File: src/rtl/button_debouncer.sv
// Multi-channel push-button debouncer with press/release edge pulses.
//
// Purpose:
//   Each channel synchronises a raw asynchronous button level. The channel
//   accepts a new level only after it has held for DEBOUNCE_CYCLES clocks.
//   The accepted level drives o_button. One-cycle pulses mark each accepted
//   0->1 change (o_press) and, optionally, each 1->0 change (o_release).
//
// Parameters:
//   NB_BUTTON       number of independent button channels
//   NB_DEBOUNCE     stability counter width per channel, in bits
//   DEBOUNCE_CYCLES cycles a new level must hold (legal range 2..2**NB_DEBOUNCE)
//
// Ports:
//   clock      system clock, rising edge
//   i_reset    synchronous, active-high reset
//   i_button   raw button levels, 1 = pressed
//   o_button   debounced level per channel
//   o_press    one-cycle pulse on a debounced 0->1 change
//   o_release  one-cycle pulse on a debounced 1->0 change
//
// Configuration macro:
//   BUTTON_DEBOUNCER_RELEASE_EN  when defined, the release-edge pulse logic
//                                is built. Otherwise o_release is tied to 0.

module button_debouncer #(
    parameter int NB_BUTTON       = 4,
    parameter int NB_DEBOUNCE     = 20,
    parameter int DEBOUNCE_CYCLES = 500000
) (
    input  logic                 clock,
    input  logic                 i_reset,
    input  logic [NB_BUTTON-1:0] i_button,
    output logic [NB_BUTTON-1:0] o_button,
    output logic [NB_BUTTON-1:0] o_press,
    output logic [NB_BUTTON-1:0] o_release
);

    // The counter runs 0..DEBOUNCE_CYCLES-1 and never wraps. The top value
    // fits in NB_DEBOUNCE bits even when DEBOUNCE_CYCLES == 2**NB_DEBOUNCE.
    localparam logic [NB_DEBOUNCE-1:0] CNT_LAST =
        NB_DEBOUNCE'(DEBOUNCE_CYCLES - 1);

    if (DEBOUNCE_CYCLES < 2 ||
        longint'(DEBOUNCE_CYCLES) > (longint'(1) << NB_DEBOUNCE))
    begin : g_illegal_cfg
        $error("button_debouncer: DEBOUNCE_CYCLES out of range");
    end

    // ------------------------------------------------------------------
    // State
    // ------------------------------------------------------------------
    logic [NB_BUTTON-1:0]   sync1_q, sync1_d;
    logic [NB_BUTTON-1:0]   sync2_q, sync2_d;
    logic [NB_BUTTON-1:0]   stable_q, stable_d;
    logic [NB_BUTTON-1:0]   press_q, press_d;
    logic [NB_DEBOUNCE-1:0] cnt_q [NB_BUTTON];
    logic [NB_DEBOUNCE-1:0] cnt_d [NB_BUTTON];

    // ------------------------------------------------------------------
    // Next-state logic
    // ------------------------------------------------------------------
    always_comb begin
        sync1_d  = i_button;
        sync2_d  = sync1_q;
        stable_d = stable_q;
        cnt_d    = cnt_q;

        for (int i = 0; i < NB_BUTTON; i++) begin
            if (sync2_q[i] == stable_q[i]) begin
                // Level agrees with the accepted state; any partial
                // count from a glitch is discarded.
                cnt_d[i] = '0;
            end else if (cnt_q[i] == CNT_LAST) begin
                // Held long enough: accept the new level.
                stable_d[i] = sync2_q[i];
                cnt_d[i]    = '0;
            end else begin
                cnt_d[i] = cnt_q[i] + NB_DEBOUNCE'(1);
            end
        end

        // The pulse registers on the same edge that updates the stable
        // state, so a pulse lines up with the first cycle of the new
        // o_button level.
        press_d = stable_d & ~stable_q;
    end

    // ------------------------------------------------------------------
    // Registers
    // ------------------------------------------------------------------
    always_ff @(posedge clock) begin
        if (i_reset) begin
            sync1_q  <= '0;
            sync2_q  <= '0;
            stable_q <= '0;
            press_q  <= '0;
            cnt_q    <= '{default: '0};
        end else begin
            sync1_q  <= sync1_d;
            sync2_q  <= sync2_d;
            stable_q <= stable_d;
            press_q  <= press_d;
            cnt_q    <= cnt_d;
        end
    end

    assign o_button = stable_q;
    assign o_press  = press_q;

    // ------------------------------------------------------------------
    // Optional release-edge pulse
    // ------------------------------------------------------------------
`ifdef BUTTON_DEBOUNCER_RELEASE_EN
    logic [NB_BUTTON-1:0] release_q, release_d;

    always_comb begin
        release_d = stable_q & ~stable_d;
    end

    always_ff @(posedge clock) begin
        if (i_reset) begin
            release_q <= '0;
        end else begin
            release_q <= release_d;
        end
    end

    assign o_release = release_q;
`else
    assign o_release = '0;
`endif

endmodule

File: config.mk
export PLATFORM = sky130hd
export DESIGN_NAME = button_debouncer
export DESIGN_NICKNAME = d
export VERILOG_FILES = /design/src/rtl/button_debouncer.sv
export SDC_FILE = /design/constraint.sdc
export NUM_CORES = 1
export LEC_CHECK = 0
export ABC_AREA = 1
export BUFFER_PORTS_ARGS = -buffer_cell sky130_fd_sc_hd__clkbuf_2
export CAP_MARGIN = 20
export CORE_MARGIN = 5
export CORE_UTILIZATION = 56
export DETAILED_ROUTE_END_ITERATION = 7
export GPL_TIMING_DRIVEN = 1
export PLACE_DENSITY = 0.76
export SLEW_MARGIN = 15
export SYNTH_ARGS = -nofsm -noshare
export SYNTH_HDL_FRONTEND = slang
export SYNTH_SLANG_ARGS = --single-unit
File: constraint.sdc
create_clock -name clock -period 1.4 [get_ports clock]
set_input_delay 0.07 -clock clock [delete_from_list [all_inputs] [get_ports clock]]
set_output_delay 0.07 -clock clock [all_outputs]
set_load 0.01 [all_outputs]
==> out/results.ini <==
[sta]
timing.fmax_mhz=751
setup_ws_ns=0.0679
holdWs_ns=0.0333
post-route-min-period_ns=1.33
fin_skew_ns=0.00947
setup_viol=0
finalHoldViolations=0
drv_slew=0
grt_setup_unrepaired=true
timing.final.crit_share_pct=95.2

[grt]
antenna_found_initial=0
grt_pass1_wl_mm=17.6
grt_usage_pct=19.0
grt_pass1_vias=4206
grt_max_degree=19
grt.overflow.total=0

[place]
place.gp.congestion=0.875
pre_cts_ws_ns=-0.106
hpwl_mm=7.47
portBuffers=13
dp_cells=863

[route]
ant_nets=0
routed_wl_mm=10.1
wire_per_inst_um=11.4
vias=4414
drc_errors=0
dr.pass1.iters=4
avgViaCountPerCell=4.98
first_iter_violations=128

[finish]
synthToLayoutAreaGrowth_pct=15.5
utilization_pct=66.0
finalNonFillerCells=887
mostFrequentLayoutCells=170 x nand2_1, 147 x nor2_1, 81 x dfxtp_1, 76 x inv_1, 39 x nand3_1
finalNetCount=784
nFillCells=778
drive_gt1_share_pct=19.1
layout_commonest_cell=nand2_1
num_antenna_cells=0

[synth]
syn_avg_cell_area_um2=6.79
yosysSeqAreaShare_pct=38.8
synth_cell_types=30
synthCells=730
ys_ff_latch=96
netlist_area_um2=4960
ys_warn_count=0

[flow_run]
max-cap-violations=0

[floorplanning]
die_h_um=104
start_util_pct=57.1
die-area_um2=10800
core_um2=8680
io_pins=18
num_rows=34
die_w_um=104

[clock_network]
clk_pin_slew_ns=0.10
clock_latency_ns=0.37
h-tree-depth=3
cts_tree=yes
cts.sinks=96
cts_buffers=9
clockRootBuffer=clkbuf_8
clk_path_buf_depth=2

[power]
switching_power_uw=1070
p_clk_share_pct=42.0
total_power_uw=4910
internal_power_uw=3840
ir_drop_mv=0.509
powerDensity_nw_per_um2=858
pwr-share-comb_pct=2.0
leakage_uw=0.00183
p_seq_share_pct=56.0
swShare_pct=21.8

[critical_path]
critPathKind=reg2reg
arrival_ns=1.61
crit_required_ns=1.67
crit_path_cell_trace=ha_4 > nand2_1 > nor2_4 > nand3_1 > nor2_2 > nor2_1 > nand2_1 > inv_1
worstSetupEndpointType=flip-flop
slowest_stage=dfxtp_2
r2r_setup_slack_ns=0.07
cp_max_fo=3
cp_common_cell=nand2_1
worst_setup_path_start_kind=flip-flop
slowest_delay_ns=0.37

[run_status]
outcome=completed

[hold_path]
hp-class=in2reg

through the flow:
step | instance area, µm² | setup TNS [ns]
after global routing | 5730 | -0.00681
after detailed placement | 5220 | -0.448
final | 5730 | 0
after CTS | 5540 | 0
after floorplan | 4970 | 0
after global placement | 5220 | -0.00926
metal layers:
| layer | vias up | wire (µm) | track usage [%] |
|---|---|---|---|
| met5 | - | 0 | 0 |
| met4 | 0 | 225 | 6.57 |
| met3 | 21 | 350 | 3.72 |
| met2 | 66 | 4940 | 33.7 |
| met1 | 1993 | 4630 | 22.8 |
| li1 | 2334 | - | - |
power groups by stage:
| stage | clock [µW] | sequential, µW | combinational [µW] |
|---|---|---|---|
| floorplan | 0 | 2810 | 65.4 |
| global placement | 0 | 2810 | 76.4 |
| detailed placement | 0 | 2810 | 78.9 |
| CTS | 2120 | 2750 | 91.6 |
| global route | 2220 | 2750 | 108 |
| finish | 2070 | 2750 | 97.0 |
critical path, delay by kind of cell, from the launching register on:
kind	cells	cell delay, ns
adder cells (fa/ha/maj)	1	0.15
flip-flops	1	0.37
buffers and inverters	1	0.03
AND/OR/NAND/NOR	6	0.70
what timing repair did:
action,CTS,global route
hold buffers,4,0
resized for setup,9,53
pin swaps,4,8
cloned,1,0
buffers inserted,0,3
endpoints found under the hold margin,4,0
setup endpoints to repair,25,84
state kept, by name, summed over array words and instances (netlist names):
signal,count
cnt_q,80
o_button,4
o_press,4
sync1_q,4
sync2_q,4
final cells by class:
| class | instances | area, µm² | area share [%] |
|---|---|---|---|
| Multi-Input combinational cell | 544 | 2830 | 49.4 |
| Sequential cell | 96 | 1940 | 33.9 |
| Inverter | 83 | 315 | 5.50 |
| Timing Repair Buffer | 40 | 282 | 4.91 |
| Clock buffer | 10 | 138 | 2.40 |
| Tap cell | 108 | 135 | 2.36 |
| Clock inverter | 6 | 90.1 | 1.57 |
cell families after synthesis:
kind of cell | after synthesis | share of synthesized area [%]
simple gates | 458 | 41.1
flops | 96 | 38.8
buf+inv | 94 | 8.23
compound gates | 40 | 4.26
xor+xnor | 37 | 6.54
fa+ha+maj | 4 | 1.01
other cells | 1 | 0.0756
synthesized netlist by cell type, drive strengths merged:
master	instances	area, µm²
nor2	192	826
nand2	182	716
dfxtp	96	1920
inv	82	308
nand3	50	285
a21oi	30	154
xor2	25	219
nand4	17	106
xnor2	12	105
buf	11	96.3
or2	9	56.3
o21ai	7	35.0
ha	4	50.1
nand3b	3	22.5
nor3	3	15.0
o21bai	3	22.5
and2	2	12.5
clkinv	1	3.75
conb	1	3.75
worst paths after layout:
kind	startpoint	end	depth (start not counted)
setup / recovery	cnt_q[40]$_SDFF_PP0_	cnt_q[56]$_SDFF_PP0_	8
hold / removal	i_reset	sync1_q[2]$_SDFF_PP0_	2
setup reg to reg	cnt_q[40]$_SDFF_PP0_	cnt_q[56]$_SDFF_PP0_	8
hold reg to reg	sync1_q[3]$_SDFF_PP0_	sync2_q[3]$_SDFF_PP0_	2
(Power assumes the default switching activity.)
